==> src/rtl/xcver_rst_seq.sv <==
// xcver_rst_seq: powerdown, PLL-lock qualification, TX reset and per-lane RX reset sequencer.
// Define XCVR_SYNC_DEBOUNCE_EN to require DEBOUNCE_CYC consecutive low sync cycles before an up lane drops.
module xcver_rst_seq #(
    parameter int LANES            = 2,
    parameter int PWR_DN_CYC       = 16,
    parameter int LOCK_WAIT_CYC    = 1000,
    parameter int RX_ANA_RST_CYC   = 64,
    parameter int SYNC_TIMEOUT_CYC = 65535,
    parameter int MAX_RETRY        = 3,
    parameter int DEBOUNCE_CYC     = 8
) (
    input  logic             clk,
    input  logic             rst_n,
    input  logic             restart,
    input  logic             pll_locked,
    input  logic             reconfig_busy,
    input  logic [LANES-1:0] sync_status,
    output logic             gxb_pwr_dwn,
    output logic             tx_digital_rst,
    output logic             tx_ready,
    output logic [LANES-1:0] rx_analog_rst,
    output logic [LANES-1:0] rx_digital_rst,
    output logic [LANES-1:0] rx_ready,
    output logic [LANES-1:0] lane_fail,
    output logic [3:0]       retry_cnt
);
    localparam int TMAX  = PWR_DN_CYC > LOCK_WAIT_CYC ? PWR_DN_CYC : LOCK_WAIT_CYC;
    localparam int LMAX0 = RX_ANA_RST_CYC > SYNC_TIMEOUT_CYC ? RX_ANA_RST_CYC : SYNC_TIMEOUT_CYC;
    localparam int LMAX  = LMAX0 > DEBOUNCE_CYC ? LMAX0 : DEBOUNCE_CYC;
    localparam int TW    = $clog2(TMAX + 1);
    localparam int LW    = $clog2(LMAX + 1);
    localparam logic [TW-1:0] PWR_END   = TW'(PWR_DN_CYC - 1);
    localparam logic [TW-1:0] LOCK_END  = TW'(LOCK_WAIT_CYC - 1);
    localparam logic [LW-1:0] ANA_END   = LW'(RX_ANA_RST_CYC - 1);
    localparam logic [LW-1:0] TO_END    = LW'(SYNC_TIMEOUT_CYC - 1);
    localparam logic [3:0]    RETRY_END = 4'(MAX_RETRY);
`ifdef XCVR_SYNC_DEBOUNCE_EN
    localparam logic [LW-1:0] DEB_END   = LW'(DEBOUNCE_CYC - 1);
`endif

    typedef enum logic [1:0] {PWRDN, WAIT_LOCK, TX_UP} top_t;
    typedef enum logic [2:0] {RX_IDLE, RX_ANA, RX_WAIT, RX_UP, RX_FAIL} lane_t;

    top_t          st, st_nxt;
    logic [TW-1:0] tcnt, tcnt_nxt;
    lane_t         ls        [LANES];
    lane_t         ls_nxt    [LANES];
    logic [LW-1:0] lcnt      [LANES];
    logic [LW-1:0] lcnt_nxt  [LANES];
    logic [3:0]    retry     [LANES];
    logic [3:0]    retry_nxt [LANES];
    logic          restart_q, qual, lock_lost, tx_go;

    function automatic logic [TW-1:0] tinc(input logic [TW-1:0] v);
        return v + TW'(v != '1);
    endfunction

    function automatic logic [LW-1:0] linc(input logic [LW-1:0] v);
        return v + LW'(v != '1);
    endfunction

    function automatic logic [3:0] rinc(input logic [3:0] v);
        return v + 4'(v != '1);
    endfunction

    assign qual      = pll_locked & ~reconfig_busy;
    assign lock_lost = st == TX_UP && !qual;
    assign tx_go     = st == WAIT_LOCK && qual && tcnt == LOCK_END;

    always_comb begin
        st_nxt   = st;
        tcnt_nxt = tcnt;
        case (st)
            PWRDN: begin
                st_nxt   = tcnt == PWR_END ? WAIT_LOCK : PWRDN;
                tcnt_nxt = tcnt == PWR_END ? '0 : tinc(tcnt);
            end
            WAIT_LOCK: begin
                st_nxt   = tx_go ? TX_UP : WAIT_LOCK;
                tcnt_nxt = qual && !tx_go ? tinc(tcnt) : '0;
            end
            TX_UP:   st_nxt = qual ? TX_UP : WAIT_LOCK;
            default: st_nxt = PWRDN;
        endcase
    end

    // A failed lane stays parked through lock loss; only reset or restart revives it.
    always_comb begin
        for (int i = 0; i < LANES; i++) begin
            ls_nxt[i]    = ls[i];
            lcnt_nxt[i]  = linc(lcnt[i]);
            retry_nxt[i] = retry[i];
            if (lock_lost) begin
                ls_nxt[i]    = ls[i] == RX_FAIL ? RX_FAIL : RX_IDLE;
                lcnt_nxt[i]  = '0;
                retry_nxt[i] = '0;
            end else begin
                case (ls[i])
                    RX_IDLE: begin
                        ls_nxt[i]   = tx_go ? RX_ANA : RX_IDLE;
                        lcnt_nxt[i] = '0;
                    end
                    RX_ANA: if (lcnt[i] == ANA_END) begin
                        ls_nxt[i]   = RX_WAIT;
                        lcnt_nxt[i] = '0;
                    end
                    RX_WAIT: if (sync_status[i]) begin
                        ls_nxt[i]    = RX_UP;
                        lcnt_nxt[i]  = '0;
                        retry_nxt[i] = '0;
                    end else if (lcnt[i] == TO_END) begin
                        ls_nxt[i]    = rinc(retry[i]) == RETRY_END ? RX_FAIL : RX_ANA;
                        lcnt_nxt[i]  = '0;
                        retry_nxt[i] = rinc(retry[i]);
                    end
`ifdef XCVR_SYNC_DEBOUNCE_EN
                    RX_UP: if (sync_status[i]) begin
                        lcnt_nxt[i] = '0;
                    end else if (lcnt[i] == DEB_END) begin
                        ls_nxt[i]   = RX_ANA;
                        lcnt_nxt[i] = '0;
                    end
`else
                    RX_UP: begin
                        ls_nxt[i]   = sync_status[i] ? RX_UP : RX_ANA;
                        lcnt_nxt[i] = '0;
                    end
`endif
                    RX_FAIL: lcnt_nxt[i] = '0;
                    default: ls_nxt[i] = RX_IDLE;
                endcase
            end
        end
    end

    // Restart is registered so it takes effect as a reset one edge after it is sampled.
    always_ff @(posedge clk) begin
        restart_q <= rst_n && restart;
        if (!rst_n || restart_q) begin
            st             <= PWRDN;
            tcnt           <= '0;
            gxb_pwr_dwn    <= 1'b1;
            tx_digital_rst <= 1'b1;
            tx_ready       <= 1'b0;
            rx_analog_rst  <= '1;
            rx_digital_rst <= '1;
            rx_ready       <= '0;
            lane_fail      <= '0;
            retry_cnt      <= '0;
            for (int i = 0; i < LANES; i++) begin
                ls[i]    <= RX_IDLE;
                lcnt[i]  <= '0;
                retry[i] <= '0;
            end
        end else begin
            st             <= st_nxt;
            tcnt           <= tcnt_nxt;
            gxb_pwr_dwn    <= st_nxt == PWRDN;
            tx_digital_rst <= st_nxt != TX_UP;
            tx_ready       <= st_nxt == TX_UP;
            retry_cnt      <= retry_nxt[0];
            for (int i = 0; i < LANES; i++) begin
                ls[i]             <= ls_nxt[i];
                lcnt[i]           <= lcnt_nxt[i];
                retry[i]          <= retry_nxt[i];
                rx_analog_rst[i]  <= ls_nxt[i] != RX_WAIT && ls_nxt[i] != RX_UP;
                rx_digital_rst[i] <= ls_nxt[i] != RX_WAIT && ls_nxt[i] != RX_UP;
                rx_ready[i]       <= ls_nxt[i] == RX_UP;
                lane_fail[i]      <= ls_nxt[i] == RX_FAIL;
            end
        end
    end
endmodule

==> config.mk <==
export PLATFORM = sky130hd
export DESIGN_NAME = xcver_rst_seq
export DESIGN_NICKNAME = d
export VERILOG_FILES = /design/src/rtl/xcver_rst_seq.sv
export SDC_FILE = /design/constraint.sdc
export NUM_CORES = 1
export LEC_CHECK = 0
export CORE_AREA = 4 4 92 94
export CTS_BUF_LIST = sky130_fd_sc_hd__clkbuf_8
export CTS_CLUSTER_DIAMETER = 30
export DETAILED_ROUTE_END_ITERATION = 8
export DIE_AREA = 0 0 96 98
export PLACE_DENSITY_LB_ADDON = 0.3
export SLEW_MARGIN = 30
export SYNTH_ARGS = -nofsm -noshare
export SYNTH_HDL_FRONTEND = slang
export SYNTH_SLANG_ARGS = --single-unit
==> constraint.sdc <==
create_clock -name clk -period 6.2 [get_ports clk]
set_clock_uncertainty 0.1 [all_clocks]
set_input_delay 1.24 -clock clk [delete_from_list [all_inputs] [get_ports clk]]
set_output_delay 1.24 -clock clk [all_outputs]
set_load 0.1 [all_outputs]
==> results of run 1 <==
[cell usage in the layout, fill, tap and decap left out, types with 4 or more instances in the layout]
cell type / instances
sky130_fd_sc_hd__dfxtp_1: 68
sky130_fd_sc_hd__nor2_1: 51
sky130_fd_sc_hd__nand2_1: 40
sky130_fd_sc_hd__nand3_1: 25
sky130_fd_sc_hd__clkdlybuf4s50_1: 21
sky130_fd_sc_hd__xor2_1: 17
sky130_fd_sc_hd__a21oi_1: 16
sky130_fd_sc_hd__xnor2_1: 16
sky130_fd_sc_hd__and3_1: 13
sky130_fd_sc_hd__inv_1: 13
sky130_fd_sc_hd__nand4_1: 11
sky130_fd_sc_hd__clkbuf_8: 11
sky130_fd_sc_hd__and4_1: 10
sky130_fd_sc_hd__a31oi_1: 10
sky130_fd_sc_hd__nor2_2: 10
sky130_fd_sc_hd__ha_1: 10
sky130_fd_sc_hd__nor3_1: 7
sky130_fd_sc_hd__and2_1: 5
sky130_fd_sc_hd__o21ai_0: 5
sky130_fd_sc_hd__o22ai_1: 5
sky130_fd_sc_hd__or3_1: 4
sky130_fd_sc_hd__nor3b_1: 4
[layer usage]
metal  vias up  global-route usage  share of wire  routed length (um)
met4         0              0.0525          0.016                 104
met3         8              0.0424          0.036                 228
met2        31               0.234           0.46                2970
met1      1261               0.188           0.49                3120
met5         -                   0              0                   0
li1       1445                   -              -                   -
[worst register-to-register path: cells and delay by family, from the launching register on]
family | cells | cell delay [ps]
xor gates and xnor gates | 1 | 140
adders and majority gates | 1 | 210
DFF | 1 | 390
and+or+nand+nor | 7 | 1570
[metrics by stage]
stage / instances / worst slack, ps / instance area [sq um] / util / hold slack (ps)
3_5_place_dp: 506 / 2500 / 3630 / 0.474 / 388
6_report: 522 / 2850 / 3830 / 0.501 / 390
3_3_place_gp: 506 / 2600 / 3630 / 0.474 / 374
4_1_cts: 522 / 2850 / 3830 / 0.501 / 397
2_1_floorplan: 401 / 3500 / 3400 / - / 359
5_1_grt: 522 / 2680 / 3830 / 0.501 / 418
[path summary, 6_finish.rpt]
check,from,endpoint
setup / recovery,pll_locked,lcnt[0][24]$_SDFF_PP0_
hold / removal,tcnt[0]$_SDFFE_PP0P_,tcnt[0]$_SDFFE_PP0P_
setup reg to reg,lcnt[0][2]$_SDFF_PP0_,lcnt[0][7]$_SDFF_PP0_
hold reg to reg,tcnt[0]$_SDFFE_PP0P_,tcnt[0]$_SDFFE_PP0P_
[registers in the layout, summed over array words and instances, names as in the netlist, 2 cells and up]
name and flops:
st 2, retry 8, tcnt 10, rx_digital_rst 2, rx_ready 2, ls 6
lcnt 32, lane_fail 2
[power by group]
group	switching, uW	internal (uW)
Sequential	1.34	438
Combinational	9.94	7.60
Clock	165	205
Total	176	651
[layout make-up]
cell class / instances / area share
clock buffer: 11 / 0.0395
multi-input combinational: 303 / 0.492
clock inverter: 5 / 0.0134
timing repair buffer: 21 / 0.0549
inverter: 12 / 0.0118
tap: 102 / 0.0333
sequential: 68 / 0.355
[kinds of logic (layout without fill, tap and decap cells)]
kind of cell | Yosys count | count (layout) | synth area share
AND/OR/NAND/NOR | 206 | 206 | 0.326
flip-flops | 68 | 68 | 0.400
XOR/XNOR | 33 | 33 | 0.0849
adder cells (fa/ha/maj) | 10 | 10 | 0.0368
AO/OA/AOI/OAI | 54 | 54 | 0.105
buffers and inverters | 30 | 49 | 0.0467
==> flow_results.org, run 1 <==
** Timing
- After routing, the total negative slack on setup checks comes to 0 ps.
- Share of the clock period used by the worst path after layout :: 0.541
- Upper clock frequency limit :: 0.298 GHz
- Fin. Hold Viols :: 0
- Setup violators final :: 0
- The worst pin sits at a relative slew slack of 0.336.
- The count of final max-slew check failures is 0.
- Setup repair after global routing left no endpoint under its margin.
- Final critical-path required period :: 3350 ps
- Worst-margin pin slew :: 994 ps

** Die
- Pin placement for this block handled 22 I/O pins.
- The floorplan has 32 rows.
- Die X :: 96 um
- For this configuration, the core starts out at a cell density of 0.445.
- Total Die Area :: 9410 sq um
- Area of the core :: 7650 sq um
- The die is 98 um tall.

** Clock tree
- Number of hold-repair buffers added at the cts stage :: 0
- Total CTS buffers :: 9
- Clock tree from TritonCTS :: yes
- Clock Path Buffers :: 2
- Cell at the root of the clock tree :: sky130_fd_sc_hd__clkbuf_8
- Post-CTS timing repair inserted 0 buffers for setup.
- After clock tree synthesis, the clock-pin slew on the worst setup and hold paths is 70 ps.
- Count of clock tree sinks :: 68
- H-Tree Depth :: 3
- Post_cts resized :: 0
- Clock latency on the worst-skew pair :: 340 ps

** Run status
- Run status :: finished clean

** Logic synthesis
- Warning count from the yosys run :: 0
- Leading post-synthesis cells by cell area :: sky130_fd_sc_hd__dfxtp_1 (40%), sky130_fd_sc_hd__nor2_1 (5.6%), sky130_fd_sc_hd__nand2_1 (4.4%)
- Mean Syn Cell Area :: 8.49 sq um
- The netlist uses 57 different library cells.
- Summed over all instances, the cell type with the most area after synthesis is sky130_fd_sc_hd__dfxtp_1.
- FF+latch count, synth :: 68
- Of the synthesized area, sequential elements account for 0.400.
- In this run, synthesis inferred 0 flip-flops with an integrated enable.
- Dominant register cell in the synthesized netlist :: sky130_fd_sc_hd__dfxtp_1
- Async SR Flop Fraction :: 0
- List of most frequent post-synthesis cells :: sky130_fd_sc_hd__dfxtp_1 (68), sky130_fd_sc_hd__nor2_1 (51), sky130_fd_sc_hd__nand2_1 (40)
- Post-synthesis instance area :: 3400 sq um
- Most instantiated library cell after synthesis :: sky130_fd_sc_hd__dfxtp_1
- Syn nets :: 418
- Synthesis handed over a netlist of 401 instances.
- Share of Yosys cell area claimed by the top area cell type :: 0.400

** Detailed routing
- The detailed router placed 2,745 vias in this run.
- WL per Instance :: 12.3 um
- Detailed Routing Iterations Pass 1 :: 4
- Dividing the detail-routed via count by the number of cells gives 5.26.
- Summed over all layers, the routed wires come to 6.42 mm.
- For this block, the initial DRC count from the detailed router was 91.
- In this run the remaining antenna-violating nets after routing total 0.
- For this run, design rule violations remaining after detail routing come to 0.

** Critical path
- Number of buffer and inverter stages on the critical path :: 1
- Delay of the slowest critical-path stage :: 690 ps
- Among the stages of the critical path, the cell type that occurs most often is sky130_fd_sc_hd__nor2_1.
- Worst path depth :: 6
- Critical path startpoint category :: primary input
- At the worst endpoint, the required time is 6370 ps.
- STA classifies the critical path endpoint as a register.
- Cell family with the largest share of critical-path delay :: simple AND/OR/NAND/NOR gates
- CP Cell Sequence :: clkdlybuf4s50_1 -> nor2b_1 -> nor3_1 -> nor2_1 -> o21ai_2 -> nor2_1
- The number of cells on the worst reg-to-reg path is 9.
- CP Max Fanout :: 16
- Type of the worst setup path :: primary input to register
- The worst register-to-register path has a setup slack of 3650 ps.
- For the worst setup path, the data arrival time is 3530 ps.
- Cell at the slowest stage of the critical path :: sky130_fd_sc_hd__nor2_1

** Finish
- Area used by multi-input combinational logic :: 1880 sq um
- The final layout contains 432 nets.
- Syn-to-layout area delta :: 12.5%
- Seq. cell area :: 1360 sq um
- Diodes inserted :: 0
- Of the cells placed in the final design, the portion with a size suffix greater than 1 is 0.0786.
- Layout filler cell count :: 751

** GRT
- For this run the aggregate overflow at the end of global routing stands at 0.
- Number of antenna violations at the first check in global routing :: 0
- Overall track demand over capacity in global routing :: 0.147
- The first global-routing pass estimated 11.2 mm of wire.
- Entering global routing, the biggest net connects 20 pins.
- The via count of the first global-routing pass is 2,572.

** Placement
- Number of I/O port buffers :: 21
- Detailed placement ended at an HPWL of 4.59 mm.
- The congestion estimate from routability-driven global placement came to 0.807.

** Power
- Power comes to 827 uW.
- Dividing total power by cell area gives a power density of 216 nW/um^2.
- Worst supply voltage drop on vdd :: 0.114 mV
- In this run the static leakage power is 0.00132 uW.

** Job
- Max cap viols :: 0

** Min path
- In this run the worst hold path is classified as register to register.
- Worst Hold Depth :: 2
Power figures use the tool's default switching activity.
==> run 2: changes to the inputs <==
==> constraint.sdc (replaced) <==
create_clock -name clk -period 3.1 [get_ports clk]
set_clock_uncertainty 0.1 [all_clocks]
set_input_delay 0.62 -clock clk [delete_from_list [all_inputs] [get_ports clk]]
set_output_delay 0.62 -clock clk [all_outputs]
set_load 0.1 [all_outputs]
==> run 2 against run 1 <==
  * Worst setup slack lost 2300 ps
  * Wire length grew 2.1%
  * Register-to-register slack lost 3100 ps
  * Utilization shrank 0.52 points
  * Die area is the same
  * Non-clock buffer count grew 4
  * Via count grew 2.7%
  * Critical path depth grew 3
  * First-iteration DRC count grew 11%
  * Hold slack gained 5.2 ps
  * Final cell count grew 0.77%
==> flow_results.org, run 2 (synthesized netlist as in run 1, its figures left out) <==
** Die
- The chip height was 98 um (unchanged).
- The core area came to 7650 sq um (unchanged).
- The initial cell density of the core came to 0.445 (unchanged).
- Number of core rows :: 32 (unchanged)
- The number of top-level design ports is 22 (unchanged).
- The overall die area came to 9410 sq um (unchanged).
- Die X :: 96 um (unchanged)

** Run status
- Run status :: finished clean

** Clock tree
- Number of hold-repair buffers added at the cts stage :: 0 (unchanged)
- The buffers inserted during post-CTS setup optimization came to 0 (unchanged).
- The post-cts sizing count came to 0 (unchanged).
- The clock transition at the registers of the reported paths came to 70 ps (about the same).
- The maximum level of the CTS H-tree was 3 (unchanged).
- Clock latency on the worst-skew pair :: 330 ps (about the same)
- The CTS buffer count was 9 (unchanged).
- Count of clock tree sinks :: 68 (unchanged)
- The deepest clock path buffer count was 2 (unchanged).
- TritonCTS built the clock tree.
- The tree is rooted in a sky130_fd_sc_hd__clkbuf_8.

** Critical path
- Type of the worst setup path :: register to register
- Critical path startpoint category :: register
- The worst setup path is captured at a register.
- The startpoint identified for the worst register-to-register timing path is lcnt[0][2]$_SDFF_PP0_.
- Required time of the critical path :: 3210 ps (-3160 ps)
- In this run the worst setup path begins at lcnt[0][2]$_SDFF_PP0_.
- CP Max Fanout :: 8 (-8)
- Data arrival time of the critical path :: 2630 ps (-900 ps)

** Timing
- Worst slew margin relative to its limit :: 0.546 (+0.210)
- The total of endpoints with negative setup slack in the final report is 0 (unchanged).
- Worst-margin pin slew :: 681 ps (-313 ps)
- Upper clock frequency limit :: 0.396 GHz
- Share of the clock period used by the worst path after layout :: 0.814
- The total negative setup slack was 0 ps (unchanged).
- Setup repair after global routing left no endpoint under its margin.
- Fin. Hold Viols :: 0 (unchanged)
- Hold Worst Slack :: 396 ps (+5.16 ps)
- The count of final max-slew check failures was 0 (unchanged).
- Final critical-path required period :: 2520 ps

** GRT
- Overall track demand over capacity in global routing :: 0.146 (-0.00158)
- The pin count of the biggest net entering global routing is 19 (-5.0%).
- Overflow after GRT :: 0 (unchanged)
- Global-route wire length before repair :: 11.2 mm (-0.44%)
- The number of antenna violations at the first check in global routing was 0 (unchanged).
- Via count of the first global-routing pass :: 2,602 (+1.2%)

** Finish
- The net count of the finished layout was 436 (+0.93%).
- The post-layout instance area is 3790 sq um (-1.0%).
- Largest registers in the final layout :: lcnt: 32 flops, tcnt: 10 flops, retry: 8 flops
- The share of post-route cells with drive strength above 1 was 0.120 (+0.0417).
- Max FFs per register :: 32 (unchanged)
- The library cell used most frequently in the layout, excluding fill and tap cells, is sky130_fd_sc_hd__dfxtp_1.
- Most frequent cells in the layout :: sky130_fd_sc_hd__dfxtp_1 (68), sky130_fd_sc_hd__nor2_1 (51), sky130_fd_sc_hd__nand2_1 (40), sky130_fd_sc_hd__nand3_1 (25), sky130_fd_sc_hd__buf_4 (19)
- The number of antenna repair diodes is 0 (unchanged).
- From synthesis to final layout, the design area changed by 11.4%.
- Biggest register :: lcnt

** Power
- The maximum ir drop on the vdd rail was 0.224 mV (+96%).
- The leakage power is 0.00134 uW (+1.5%).
- Clock Power Share :: 0.403 (-0.044)
- Register share of total power :: 0.572 (+0.041)
- Power Density :: 405 nW/um^2 (+88%)
- The combinational cell fraction of total power is 0.024 (+0.003).
- The internal power summed over all cells came to 1200 uW (+84%).
- Switching Fraction :: 0.221 (+0.00747)
- Total net switching power :: 339 uW (+92%)

** Detailed routing
- Vias :: 2,818 (+2.7%)
- The routed wirelength normalized by instance count is 12.5 um (+1.3%).
- The per-cell via count in the routed design came to 5.36 (+1.9%).
- The met3 layer wire length in the routed design was 204 um (-11%).
- Met1 wire length :: 3.10 mm (-0.71%)
- The detailed router used layers up to and including met4.
- The iteration count of the initial detailed-routing pass was 4 (unchanged).
- The sum of routed wire length over all layers came to 6.56 mm (+2.1%).
- The number of design-rule violations left by the first detailed-router iteration came to 101 (+11%).
- Antenna violation net count after detailed routing :: 0 (unchanged)
- DRC errors left :: 0 (unchanged)
- The total met2 wirelength after detailed routing is 3.11 mm (+4.8%).

** Placement
- Placed wire-length estimate :: 4.77 mm (+3.9%)
- The final estimated routing congestion in global placement came to 0.793 (-1.8%).
- DP Area :: 3620 sq um (-0.21%)
- The number of buffers added on ports is 21 (unchanged).

** Min path
- Hold Crit Class :: register to register
- Hold Startpoint :: tcnt[0]$_SDFFE_PP0P_

** Job
- Max cap viols :: 0 (unchanged)
run 2: cell types whose count changed in the layout (fill, tap and decap cells not counted), sizes merged:
cell / previous run / this run
buf: 0 / 19
clkdlybuf4s50: 21 / 6
bufinv: 1 / 0
clkbuf: 11 / 10
clkinvlp: 1 / 2
inv: 13 / 14
run 2: path summary, 6_finish.rpt:
check / endpoint / slack [ps] / cells after the start
min reg2reg: tcnt[0]$_SDFFE_PP0P_ / 400 / 2
min: tcnt[0]$_SDFFE_PP0P_ / 400 / 2
max reg2reg: lcnt[0][7]$_SDFF_PP0_ / 580 / 9
max: lcnt[0][7]$_SDFF_PP0_ / 580 / 9
run 2: layout make-up:
| cell class | count | area, sq um |
|---|---|---|
| Multi-Input combinational cell | 303 | 1880 |
| Timing Repair Buffer | 25 | 203 |
| Sequential cell | 68 | 1360 |
| Fill cell | 738 | 3860 |
| Clock buffer | 10 | 138 |
| Tap cell | 102 | 128 |
| Clock inverter | 6 | 32.5 |
| Inverter | 12 | 45.0 |
run 2: per-layer routing:
| metal | vias to the layer above | GRT usage |
|---|---|---|
| met3 | 12 | 0.0300 |
| met5 | - | 0 |
| met4 | 0 | 0.0711 |
| li1 | 1458 | - |
| met1 | 1306 | 0.181 |
| met2 | 42 | 0.237 |
run 2: per-stage QoR:
stage          std cells  setup slack (ps)  total power [uW]  utilization
5_1_grt              526               386              1600        0.496
3_5_place_dp         510               559               936        0.473
6_report             526               576              1540        0.496
3_3_place_gp         510               631               936        0.473
4_1_cts              526               577              1560        0.496
2_1_floorplan        401               827               920            -
run 2: power groups by stage:
stage          clock network [uW]  registers (uW)  logic (uW)
3_5_place_dp                    0             899        37.2
6_report                      619             879        37.3
3_3_place_gp                    0             899        37.0
5_1_grt                       680             879        41.6
2_1_floorplan                   0             898        21.9
4_1_cts                       648             879        37.4
run 2: worst max-delay path: stages, from the launching register on:
cell	delay [ps]
sky130_fd_sc_hd__dfxtp_1	400
sky130_fd_sc_hd__and4_1	390
sky130_fd_sc_hd__nand2_1	150
sky130_fd_sc_hd__or3_1	360
sky130_fd_sc_hd__ha_1	200
sky130_fd_sc_hd__and2_1	200
sky130_fd_sc_hd__and4_1	230
sky130_fd_sc_hd__and3_1	190
sky130_fd_sc_hd__xnor2_1	140
sky130_fd_sc_hd__nor2_1	50
